## src/rtl/lstm_ctrl_pkg.sv

```systemverilog
// Shared types and constants for the LSTM layer control blocks.
// Holds the sequencer state encoding and default ROM geometry.
package lstm_ctrl_pkg;

  typedef enum logic [1:0] {
    ST_IDLE,
    ST_FETCH,
    ST_PRESENT,
    ST_DONE
  } seq_state_e;

  localparam int SLICES_DEF    = 6;
  localparam int UNITS_NUM_DEF = 5;
  localparam int ROM_AW        = 8;

endpackage

```

## src/rtl/bias_idx_cnt.sv

```systemverilog
// Nested slice/step counter for the bias fetch sequencer.
// clear loads the step bound; advance steps slice, wrapping into step.
module bias_idx_cnt
  import lstm_ctrl_pkg::*;
#(
  parameter int SLICES  = SLICES_DEF,
  parameter int STEPS_W = 8
) (
  input  logic               clk,
  input  logic               rst,
  input  logic               clear_i,
  input  logic [STEPS_W-1:0] steps_i,
  input  logic               advance_i,
  output logic [ROM_AW-1:0]  slice_o,
  output logic [STEPS_W-1:0] step_o,
  output logic               wrap_o,
  output logic               last_o
);

  logic [ROM_AW-1:0]  slice_q, slice_d;
  logic [STEPS_W-1:0] step_q, step_d;
  logic [STEPS_W-1:0] steps_q, steps_d;

  assign wrap_o  = (slice_q == ROM_AW'(SLICES - 1));
  assign last_o  = wrap_o &&
                   (step_q == steps_q - STEPS_W'(1));
  assign slice_o = slice_q;
  assign step_o  = step_q;

  always_comb begin
    slice_d = slice_q;
    step_d  = step_q;
    steps_d = steps_q;
    if (clear_i) begin
      slice_d = '0;
      step_d  = '0;
      steps_d = steps_i;
    end else if (advance_i) begin
      if (wrap_o) begin
        slice_d = '0;
        step_d  = step_q + STEPS_W'(1);
      end else begin
        slice_d = slice_q + ROM_AW'(1);
      end
    end
  end

  always_ff @(posedge clk) begin
    if (rst) begin
      slice_q <= '0;
      step_q  <= '0;
      steps_q <= '0;
    end else begin
      slice_q <= slice_d;
      step_q  <= step_d;
      steps_q <= steps_d;
    end
  end

endmodule

```

## src/rtl/bias_fetch_seq.sv

```systemverilog
// Output-gate bias ROM sequencer: walks slices per timestep, one beat each.
// Optional stall counter output enabled by BIAS_SEQ_STALL_CNT_EN.
module bias_fetch_seq
  import lstm_ctrl_pkg::*;
#(
  parameter int D_WL      = 24,
  parameter int UNITS_NUM = UNITS_NUM_DEF,
  parameter int SLICES    = SLICES_DEF,
  parameter int STEPS_W   = 8
) (
  input  logic                      clk,
  input  logic                      rst,
  input  logic                      start,
  input  logic [STEPS_W-1:0]        num_steps,
  output logic                      busy,
  output logic                      done,
  output logic [ROM_AW-1:0]         rom_addr,
  input  logic [UNITS_NUM*D_WL-1:0] rom_data,
  output logic                      b_valid,
  input  logic                      b_ready,
  output logic [UNITS_NUM*D_WL-1:0] b_data,
  output logic [ROM_AW-1:0]         b_slice,
`ifdef BIAS_SEQ_STALL_CNT_EN
  output logic [15:0]               stall_cnt,
`endif
  output logic                      b_last
);

  localparam int DW = UNITS_NUM * D_WL;

  seq_state_e state_q, state_d;

  logic [DW-1:0]     data_q, data_d;
  logic [ROM_AW-1:0] bslice_q, bslice_d;
  logic              last_q, last_d;
  logic              valid_q, valid_d;

  logic              cnt_clear, cnt_adv, start_acc;
  logic [ROM_AW-1:0] slice;
  logic [STEPS_W-1:0] step;
  logic              wrap, last;

  bias_idx_cnt #(
    .SLICES  (SLICES),
    .STEPS_W (STEPS_W)
  ) u_idx (
    .clk       (clk),
    .rst       (rst),
    .clear_i   (cnt_clear),
    .steps_i   (num_steps),
    .advance_i (cnt_adv),
    .slice_o   (slice),
    .step_o    (step),
    .wrap_o    (wrap),
    .last_o    (last)
  );

  always_comb begin
    state_d   = state_q;
    data_d    = data_q;
    bslice_d  = bslice_q;
    last_d    = last_q;
    valid_d   = valid_q;
    cnt_clear = 1'b0;
    cnt_adv   = 1'b0;
    start_acc = 1'b0;
    rom_addr  = '0;
    unique case (state_q)
      ST_IDLE: begin
        if (start) begin
          start_acc = 1'b1;
          if (num_steps != '0) begin
            cnt_clear = 1'b1;
            state_d   = ST_FETCH;
          end else begin
            state_d   = ST_DONE;
          end
        end
      end
      ST_FETCH: begin
        rom_addr = slice;
        data_d   = rom_data;
        bslice_d = slice;
        last_d   = last;
        valid_d  = 1'b1;
        state_d  = ST_PRESENT;
      end
      ST_PRESENT: begin
        if (b_ready) begin
          valid_d = 1'b0;
          if (last_q) begin
            state_d = ST_DONE;
          end else begin
            cnt_adv = 1'b1;
            state_d = ST_FETCH;
          end
        end
      end
      ST_DONE: begin
        state_d = ST_IDLE;
      end
      default: state_d = ST_IDLE;
    endcase
  end

  always_ff @(posedge clk) begin
    if (rst) begin
      state_q  <= ST_IDLE;
      data_q   <= '0;
      bslice_q <= '0;
      last_q   <= 1'b0;
      valid_q  <= 1'b0;
    end else begin
      state_q  <= state_d;
      data_q   <= data_d;
      bslice_q <= bslice_d;
      last_q   <= last_d;
      valid_q  <= valid_d;
    end
  end

  assign busy    = (state_q == ST_FETCH) ||
                   (state_q == ST_PRESENT);
  assign done    = (state_q == ST_DONE);
  assign b_valid = valid_q;
  assign b_data  = data_q;
  assign b_slice = bslice_q;
  assign b_last  = last_q;

`ifdef BIAS_SEQ_STALL_CNT_EN
  logic [15:0] stall_q, stall_d;

  // Saturating count of PRESENT cycles with the datapath stalled.
  always_comb begin
    stall_d = stall_q;
    if (start_acc) begin
      stall_d = '0;
    end else if (state_q == ST_PRESENT && !b_ready &&
                 stall_q != 16'hFFFF) begin
      stall_d = stall_q + 16'd1;
    end
  end

  always_ff @(posedge clk) begin
    if (rst) begin
      stall_q <= '0;
    end else begin
      stall_q <= stall_d;
    end
  end

  assign stall_cnt = stall_q;
`else
  logic unused_ok;
  assign unused_ok = start_acc ^ wrap ^ (^step);
`endif

endmodule

```

## config.mk

```make
export PLATFORM = sky130hd
export DESIGN_NAME = bias_fetch_seq
export DESIGN_NICKNAME = d
export VERILOG_FILES = /design/src/rtl/lstm_ctrl_pkg.sv /design/src/rtl/bias_idx_cnt.sv /design/src/rtl/bias_fetch_seq.sv
export SDC_FILE = /design/constraint.sdc
export NUM_CORES = 1
export LEC_CHECK = 0
export CAP_MARGIN = 20
export CORE_ASPECT_RATIO = 1.1
export CORE_UTILIZATION = 38
export DETAILED_ROUTE_END_ITERATION = 6
export PLACE_DENSITY = 0.77
export SLEW_MARGIN = 20
export SYNTH_ARGS = -nofsm -noshare
export SYNTH_HDL_FRONTEND = slang
export SYNTH_SLANG_ARGS = --single-unit
```

## constraint.sdc

```tcl
create_clock -name clk -period 1.7 [get_ports clk]
set_input_delay 0.425 -clock clk [delete_from_list [all_inputs] [get_ports clk]]
set_output_delay 0.425 -clock clk [all_outputs]
set_load 0.02 [all_outputs]
```

==> summary.txt <==
Job
  – Max-Cap Viols: 0

Clock network
  – H-tree Lvls: 4
  – CTS tree: done
  – CTS root buffer: clkbuf_16
  – Clk sinks: 156
  – Hold buffers post-CTS: 0
  – TritonCTS Buffers: 17
  – CTS max path bufs: 2
  – Reg clk slew, reported paths: 60 ps
  – Clock Latency Late Sink: 420 ps

Run status
  – Failing checks: setup timing
  – Status: finished, violations left

Worst setup path
  – Crit path buffers/inverters: 3
  – CP max-delay cell: dfxtp_2
  – CP Capture Type: primary output
  – CP Launch Type: register
  – Type of the worst setup path: register to primary output
  – Crit path to: rom_addr[3]
  – Worst R2R Setup Slack: -50 ps
  – Crit path launch: state_q[1]
  – Crit path depth: 5
  – Top delay family on crit path: flip-flops
  – CP Cell Sequence: inv_2, ha_4, buf_4, and2_4, buf_6
  – Slowest cell delay on critical path: 330 ps
  – Worst EP required: 1270 ps
  – Cells on worst reg2reg path: 8
  – Worst R2R Start: state_q[1]
  – Crit Reg-Reg Endpoint: b_last
  – Critical path arrival: 1380 ps
  – Crit path max fanout: 6

GRT
  – Largest net degree at the start of global routing: 102
  – Initial antenna violation count: 0
  – Vias in the first global route: 5,086
  – GRT Total Usage: 0.2041
  – First-pass GRT wire length: 25.54 mm
  – Grt ovf: 0

Layout
  – Share of cells above drive strength 1: 0.1577
  – Syn-to-layout area delta: 66.41%
  – Nets: 1,041
  – Commonest non-fill, non-tap cells in the layout: 149 x nor2_1, 149 x dfxtp_1, 130 x dlygate4sd2_1, 127 x mux2i_1, 126 x clkdlybuf4s50_1
  – Ant diodes: 0
  – Finished Layout Cells: 1,109

Synth
  – Share of the synthesized area in the top cell type: 0.5234
  – Synth cell types: 42
  – Sequential cell area fraction in the yosys report: 0.5234
  – Main area contributors after synthesis: dfxtp_1 52%, mux2i_1 21%, nor2_1 9.7%, xor2_1 2.2%, ha_1 1.7%
  – EDFF count, synth: 0
  – Gate Count Post-Synth: 592
  – Dominant synthesized flop cell: dfxtp_1
  – Synth Warn #: 0
  – Mapped Area: 5967 µm²
  – Syn nets: 732
  – Yosys reg bits: 156
  – Largest area contributor in the netlist: dfxtp_1
  – Asr flop ratio synth: 0
  – Syn Area/Cell: 10.08 µm²

Pwr
  – Clock share of power: 0.268
  – Sequential Power Share: 0.329
  – Cell internal pwr: 0.009762 W
  – Psw: 0.005106 W
  – Total power: 0.01487 W
  – Sw Share: 0.3434
  – PwrDens: 1497 nW/µm²
  – Leakage: 4.535 nW
  – Comb power frac: 0.403
  – Max rail drop VDD: 829.9 µV

STA
  – Unrepaired setup endpoints after global routing: true
  – Setup_tns: -640.5 ps
  – Max-slew violations: 0
  – Slew margin rel.: 0.6021
  – Setup WS post-layout: -100.7 ps
  – Final hold vios: 0
  – Fmax: 555.3 MHz
  – Final cycle utilization of the critical path: 1.059
  – Final setup fails: 12
  – Min Tclk post-route: 1801 ps
  – Setup Skew: 7.352 ps
  – Worst-Margin Slew: 596.9 ps

Routing
  – Antenna-violating nets left: 0
  – WL final: 17.29 mm
  – Wire per inst: 15.59 µm
  – Routed vias/inst: 4.700
  – Vias after detailed routing: 5,212
  – First-pass detailed-route iteration total: 4
  – Residual DRC: 0
  – Initial DRC count: 207

Place
  – # port buffers: 271
  – Cells after DPL: 1,059
  – DP HPWL: 11.66 mm
  – Routability Congestion: 0.7664
  – Placement Setup Slack: -522.4 ps

Floorplan
  – Die height: 133.4 µm
  – Die W: 121.5 µm
  – Core area: 15,170 µm²
  – Initial core utilization: 0.3933
  – # rows: 47
  – DIE AREA: 16,210 µm²
  – Io pins: 272

Worst hold path
  – Hold Crit Class: primary input to register
[metrics by stage]
stage	hold slack, ps	util	area, µm²
finish	396.8	0.6545	9930
global placement	458.3	0.5986	9082
detailed placement	464.7	0.5986	9082
global route	434.6	0.6545	9930
floorplan	480.7	-	5986
CTS	423.0	0.6356	9643
[cell usage after synthesis (2+ instances only)]
cell	count
nor3_1	4
a211oi_1	3
dfxtp_1	156
mux2i_1	127
and2_1	5
nand2_1	9
ha_1	8
nand2b_1	3
nor2_1	154
buf_2	12
nor2_2	4
inv_1	9
nand4_1	9
and3_1	3
nor4_1	3
nand3b_1	3
a21oi_1	14
xor2_1	15
xnor2_1	8
clkbuf_1	20
nand3_1	2
[kinds of logic (layout without fill, tap and decap cells)]
family | count (synthesis) | count (layout) | share of synthesized area
xor+xnor | 23 | 23 | 0.03376
fa+ha+maj | 8 | 8 | 0.01678
compound gates | 24 | 24 | 0.02579
flops | 156 | 156 | 0.5234
simple gates | 209 | 209 | 0.1545
mux | 127 | 127 | 0.2130
buf+inv | 45 | 366 | 0.03271
[worst min-delay path by stage]
stage	startpoint	to	slack, ps	depth (start not counted)
floorplan	u_idx.steps_q[7]	u_idx.steps_q[7]	480	2
global placement	b_slice[2]	b_slice[2]	460	2
detailed placement	b_slice[2]	b_slice[2]	460	2
CTS	rst	b_last	420	5
global route	rst	b_last	430	5
finish	num_steps[5]	u_idx.steps_q[5]	400	3
[layout make-up]
class / instances / area (µm²)
inverters: 10 / 43.79
well taps: 196 / 245.2
clock buffers: 20 / 446.7
repair buffers: 325 / 3075
flip-flops and latches: 156 / 3132
multi-input cells: 391 / 2819
clock inverters: 11 / 167.7
fillers: 1266 / 5243
[repair_timing]
action                                  in CTS  in global routing
cloned                                       0                  3
endpoints found under the setup margin     157                128
pin swaps                                    7                 19
gates resized for setup                    209                 31
setup buffers                                4                 12
[sequential cells by signal, summed over array words and instances (netlist names)]
signal / count
b_last: 1
u_idx.step_o: 8
b_data: 120
b_slice: 8
u_idx.steps_q: 8
b_valid: 1
state_q: 2
u_idx.slice_o: 8
[routing by layer]
metal | vias to the layer above | routed length (µm) | global-route usage | share of wire
met5 | - | 0 | 0 | 0
met1 | 2384 | 6937 | 0.2237 | 0.40
met3 | 37 | 1427 | 0.08134 | 0.083
li1 | 2593 | - | - | -
met4 | 0 | 510 | 0.08779 | 0.030
met2 | 198 | 8412 | 0.3460 | 0.49
[power by group through the flow]
stage / logic, W / clock network (W) / registers [W]
6_report: 0.00599 / 0.00399 / 0.00490
5_1_grt: 0.00642 / 0.00420 / 0.00500
4_1_cts: 0.00558 / 0.00406 / 0.00490
3_5_place_dp: 0.00596 / 0 / 0.00499
3_3_place_gp: 0.00592 / 0 / 0.00497
2_1_floorplan: 0.00255 / 0 / 0.00589
[worst min-delay path, cell delays in order]
cell	delay, ps
dlymetal6s2s_1	170
mux2i_1	100
nor2_1	80
No activity file was read; power rests on OpenSTA's default activity.
